`src/rtl/adc_row_col_decoder.sv`:
```
// ============================================================================
//  Module   : adc_row_col_decoder
//  Brief    : Registered row/column decoder for a 10-bit SAR capacitor DAC.
//             The 9 MSBs select unit cells in a 16 x 32 matrix; the LSB
//             drives a binary capacitor. All outputs are registered.
//  Options  : ADC_DECODER_INREG_EN - register data_in/row_mode/col_mode
//             ahead of the decode (2-cycle latency instead of 1).
//  Revision : 1.0 - initial release
// ============================================================================
`default_nettype none

module adc_row_col_decoder (
    input  logic        clk,
    input  logic        rst,
    input  logic [9:0]  data_in,
    input  logic        row_mode,
    input  logic        col_mode,
    output logic [15:0] row_out_n,
    output logic [15:0] rowon_out_n,
    output logic [15:0] rowoff_out_n,
    output logic [31:0] col_out_n,
    output logic [31:0] col_out,
    output logic [2:0]  bincap_out_n,
    output logic        c0p_out_n,
    output logic        c0n_out_n
);

    localparam int          c_ROWS      = 16;
    localparam int          c_COLS      = 32;
    localparam logic [9:0]  c_CODE_MIN  = 10'd0;
    localparam logic [9:0]  c_CODE_MAX  = 10'd1023;

    // ------------------------------------------------------------------
    // Decode source: either the raw ports or a registered copy of them
    // ------------------------------------------------------------------
    logic [9:0] w_data;
    logic       w_row_mode;
    logic       w_col_mode;

`ifdef ADC_DECODER_INREG_EN
    logic [9:0] r_data;
    logic       r_row_mode;
    logic       r_col_mode;

    // Input capture stage; modes come out of reset enabled (thermometer, rowon/rowoff active)
    always_ff @(posedge clk) begin
        if (rst) begin
            r_data     <= 10'd0;
            r_row_mode <= 1'b1;
            r_col_mode <= 1'b1;
        end else begin
            r_data     <= data_in;
            r_row_mode <= row_mode;
            r_col_mode <= col_mode;
        end
    end

    assign w_data     = r_data;
    assign w_row_mode = r_row_mode;
    assign w_col_mode = r_col_mode;
`else
    assign w_data     = data_in;
    assign w_row_mode = row_mode;
    assign w_col_mode = col_mode;
`endif

    // ------------------------------------------------------------------
    // Field split: N = data[9:1] unit cells, r = N / 32, c = N % 32
    // ------------------------------------------------------------------
    logic [8:0] w_units;
    logic [3:0] w_row;
    logic [4:0] w_col;

    assign w_units = w_data[9:1];
    assign w_row   = w_units[8:5];
    assign w_col   = w_units[4:0];

    // ------------------------------------------------------------------
    // Next-state decode
    // ------------------------------------------------------------------
    logic [15:0] w_row_n;
    logic [15:0] w_rowon_n;
    logic [15:0] w_rowoff_n;
    logic [31:0] w_col_act;
    logic [2:0]  w_bincap_n;
    logic        w_c0p_n;
    logic        w_c0n_n;

    // Row selects: the partial row is low; rows below it are full, rows above it are empty
    always_comb begin
        w_row_n    = '1;
        w_rowon_n  = '1;
        w_rowoff_n = '1;
        for (int i = 0; i < c_ROWS; i++) begin
            w_row_n[i] = (4'(i) != w_row);
            if (w_row_mode) begin
                w_rowon_n[i]  = !(4'(i) < w_row);
                w_rowoff_n[i] = !(4'(i) > w_row);
            end
        end
    end

    // Column code: thermometer fills columns below c, one-hot marks column c
    always_comb begin
        w_col_act = '0;
        for (int j = 0; j < c_COLS; j++) begin
            if (w_col_mode) begin
                w_col_act[j] = (5'(j) < w_col);
            end else begin
                w_col_act[j] = (5'(j) == w_col);
            end
        end
    end

    // LSB binary cap and end-of-scale dummies; the two upper binary caps are unused
    always_comb begin
        w_bincap_n    = 3'b111;
        w_bincap_n[0] = ~w_data[0];
        w_c0p_n       = (w_data != c_CODE_MIN);
        w_c0n_n       = (w_data != c_CODE_MAX);
    end

    // ------------------------------------------------------------------
    // Output registers
    // ------------------------------------------------------------------
    logic [15:0] r_row_n;
    logic [15:0] r_rowon_n;
    logic [15:0] r_rowoff_n;
    logic [31:0] r_col_n;
    logic [31:0] r_col;
    logic [2:0]  r_bincap_n;
    logic        r_c0p_n;
    logic        r_c0n_n;

    // Register the decode; reset parks every active-low control inactive
    always_ff @(posedge clk) begin
        if (rst) begin
            r_row_n    <= '1;
            r_rowon_n  <= '1;
            r_rowoff_n <= '1;
            r_col_n    <= '1;
            r_col      <= '0;
            r_bincap_n <= '1;
            r_c0p_n    <= 1'b1;
            r_c0n_n    <= 1'b1;
        end else begin
            r_row_n    <= w_row_n;
            r_rowon_n  <= w_rowon_n;
            r_rowoff_n <= w_rowoff_n;
            r_col_n    <= ~w_col_act;
            r_col      <= w_col_act;
            r_bincap_n <= w_bincap_n;
            r_c0p_n    <= w_c0p_n;
            r_c0n_n    <= w_c0n_n;
        end
    end

    assign row_out_n    = r_row_n;
    assign rowon_out_n  = r_rowon_n;
    assign rowoff_out_n = r_rowoff_n;
    assign col_out_n    = r_col_n;
    assign col_out      = r_col;
    assign bincap_out_n = r_bincap_n;
    assign c0p_out_n    = r_c0p_n;
    assign c0n_out_n    = r_c0n_n;

endmodule

`default_nettype wire

```
`config.mk`:
```
export PLATFORM = sky130hd
export DESIGN_NAME = adc_row_col_decoder
export DESIGN_NICKNAME = d
export VERILOG_FILES = /design/src/rtl/adc_row_col_decoder.sv
export SDC_FILE = /design/constraint.sdc
export NUM_CORES = 1
export LEC_CHECK = 0
export ABC_AREA = 1
export CAP_MARGIN = 20
export CORE_ASPECT_RATIO = 1.1
export CORE_UTILIZATION = 30
export DETAILED_ROUTE_END_ITERATION = 8
export GPL_TIMING_DRIVEN = 0
export PLACE_DENSITY_LB_ADDON = 0.08
export RECOVER_POWER = 100
export REMOVE_ABC_BUFFERS = 1
export SYNTH_ARGS = -nofsm -noshare
export SYNTH_HDL_FRONTEND = slang
export SYNTH_SLANG_ARGS = --single-unit
export TNS_END_PERCENT = 50
```
`constraint.sdc`:
```
create_clock -name clk -period 2.1 [get_ports clk]
set_input_delay 0.21 -clock clk [delete_from_list [all_inputs] [get_ports clk]]
set_output_delay 0.21 -clock clk [all_outputs]
set_load 0.02 [all_outputs]
```
==> impl_metrics.py <==
metrics = {
    "timing": {
        "fmax_mhz": 552,
        "slew_headroom": 0.421,
        "finalSetupViolCount": 0,
        "worst_pin_slew_ns": 0.869,
        "drv_slew": 0,
        "fin_ws_ns": 0.288,
        "rsz0062_at_grt": "no",
        "hold_viol_final": 0,
        "final.period_utilization": 0.863,
        "post-route-min-period_ns": 1.81,
    },
    "route": {
        "viasPerCell": 4.31,
        "drt_iter0_drc": 126,
        "dr.pass1.iters": 4,
        "vias": 3081,
        "wl_per_cell_um": 13.2,
        "drc": 0,
        "detail-route-antenna-nets": 0,
        "routed_wl_um": 9430,
    },
    "synth": {
        "yosysSeqAreaShare": 0.622,
        "yosys.area.top_type": "dfxtp_1",
        "ys_warn_count": 0,
        "syn_avg_cell_area_um2": 8.56,
        "synth_cells": 425,
        "synthTopCellsByArea": "dfxtp_1 62%, nand2_1 11%, inv_1 6.0%, nand3_1 4.4%, nor2_1 3.8%",
        "synth_top_area_share": 0.622,
        "synthesis.area_mm2": 0.00364,
        "ys_types": 26,
        "ys_ff_latch": 113,
    },
    "placed_design": {
        "place_area_mm2": 0.00497,
        "dp.cells": 684,
        "routabilityCongestion": 0.851,
        "pre_cts_slack_ns": -0.847,
        "dp_hpwl_um": 7010,
        "port_buffers": 126,
    },
    "min_path": {
        "hold_path.class": "input port to flop",
        "whs_path_depth": 2,
    },
    "floorplanning": {
        "core-area_mm2": 0.0116,
        "die-area_mm2": 0.0126,
        "fp.dieH_um": 118,
        "io_pins": 131,
        "start_util": 0.312,
        "rows": 41,
        "die_x_um": 107,
    },
    "setup_path": {
        "crit_required_ns": 2.39,
        "path_cells": "clkdlybuf4s50_1 > inv_1 > nand2_2 > nand2_1 > nor2_1 > nand2_1 > nand2_1 > nand2_1",
        "cp.depth": 8,
        "end_kind": "flop",
        "critPathMaxFanout": 16,
        "cp-start-kind": "input port",
        "cp_num_buf_inv": 2,
        "crit_arrival_ns": 2.10,
        "path_class": "input port to flop",
        "critPathLaunch": "data_in[5]",
        "worst_path_largest_cell_delay_ns": 0.87,
        "cp_common_cell": "nand2_1",
        "crit_family": "buffers and inverters",
        "crit_end": "col_out_n[10]",
        "slowest_stage": "clkdlybuf4s50_1",
    },
    "final_layout": {
        "final_util": 0.472,
        "antenna_cells": 0,
        "nFillCells": 1195,
        "seqCellArea_mm2": 0.00226,
        "final_area_mm2": 0.00550,
        "multi_input_area_um2": 996,
        "syn_to_final_growth_pct": 51.1,
        "stdcell_count": 715,
        "final_common_cell": "dlygate4sd3_1",
        "mostFrequentLayoutCells": "117 x dlygate4sd3_1, 113 x dfxtp_1, 108 x nand2_1",
        "fin_nets": 567,
        "drive_gt1_frac": 0.0673,
    },
    "clock_tree": {
        "cts_tree": "built",
        "h-tree-depth": 4,
        "clkTransAtPathRegs_ns": 0.05,
        "clockRootBuffer": "clkbuf_16",
        "cts_sinks": 113,
        "cts_made_buffers": 17,
        "cts_buffer_depth": 2,
        "post-cts-setup-buffers": 0,
    },
    "run_status": {
        "status": "finished clean",
    },
    "global_routing": {
        "grt_pass1_wl_um": 15500,
        "globalRouteTotalUtil": 0.164,
        "grt_start_max_net_pins": 41,
        "antenna_found_initial": 0,
        "grt_pass1_vias": 3077,
        "grt_overflow": 0,
    },
    "run": {
        "maxCapViolations": 0,
    },
    "power_and_ir_drop": {
        "leakagePower_nw": 2.34,
        "power_mw": 5.34,
        "ir_worst_vdd_mv": 0.429,
        "p_per_area_mw_per_mm2": 971,
    },
}
==> sequential cells by signal (all words and copies together), names as in the netlist <==
| name | flops |
|---|---|
| c0p_out_n | 1 |
| rowon_out_n | 15 |
| bincap_out_n | 1 |
| rowoff_out_n | 15 |
| col_out_n | 32 |
| c0n_out_n | 1 |
| row_out_n | 16 |
| col_out | 32 |
==> layout make-up <==
cell class,count,share of cell area
Tap cell,150,0.0341
Clock inverter,11,0.0164
Inverter,64,0.0457
Multi-Input combinational cell,231,0.181
Sequential cell,113,0.411
Clock buffer,20,0.0830
Timing Repair Buffer,126,0.228
==> synth_stat cells, drive strengths merged <==
library cell  count
inv              64
o21ai            20
nor2             40
o211ai            1
conb              1
a21oi            10
o2111ai           1
o22ai             1
nand3            33
nand2           109
nor3              4
or2               1
nand4             6
o21bai            1
buf              19
clkbuf            1
dfxtp           113
==> logic make-up after synthesis <==
kind of cell           after synthesis  synth area share
and+or+nand+nor                    193             0.225
buffers and inverters               84             0.103
DFF                                113             0.622
AOI/OAI and AO/OA                   34            0.0495
other                                1           0.00103
==> worst min-delay path by stage <==
stage                       to  slack [ns]       start
2_1_floorplan      col_out[10]        0.28         rst
3_3_place_gp   bincap_out_n[0]        0.73  data_in[0]
3_5_place_dp   bincap_out_n[0]        0.74  data_in[0]
4_1_cts        bincap_out_n[0]        0.32  data_in[0]
5_1_grt        bincap_out_n[0]        0.34  data_in[0]
6_report       bincap_out_n[0]        0.34  data_in[0]
==> report_power, final <==
part,leakage (nW),internal (mW),total (mW),switching (mW)
clock network,0.263,1.66,2.58,0.915
registers,0.930,2.24,2.25,0.0173
logic,1.14,0.180,0.512,0.332
total,2.34,4.08,5.34,1.26
==> what timing repair did <==
action                                  4_1_cts  5_1_grt
hold buffers                                  0        0
endpoints found under the setup margin       24        8
hold endpoints to repair                      0        0
gates resized for setup                       3        1
==> per-layer routing <==
layer	track usage	routed length, um	up-vias
li1	-	-	1548
met1	0.186	3910	1428
met2	0.274	4860	96
met3	0.0604	558	9
met4	0.0719	103	0
met5	0	0	-
==> stage by stage <==
step	hold WS [ns]	TNS [ns]
floorplan	0.279	0
global placement	0.726	-22.60
detailed placement	0.740	-22.00
CTS	0.317	0
global route	0.342	0
finish	0.336	0
No activity file was read; power rests on OpenSTA's default activity.
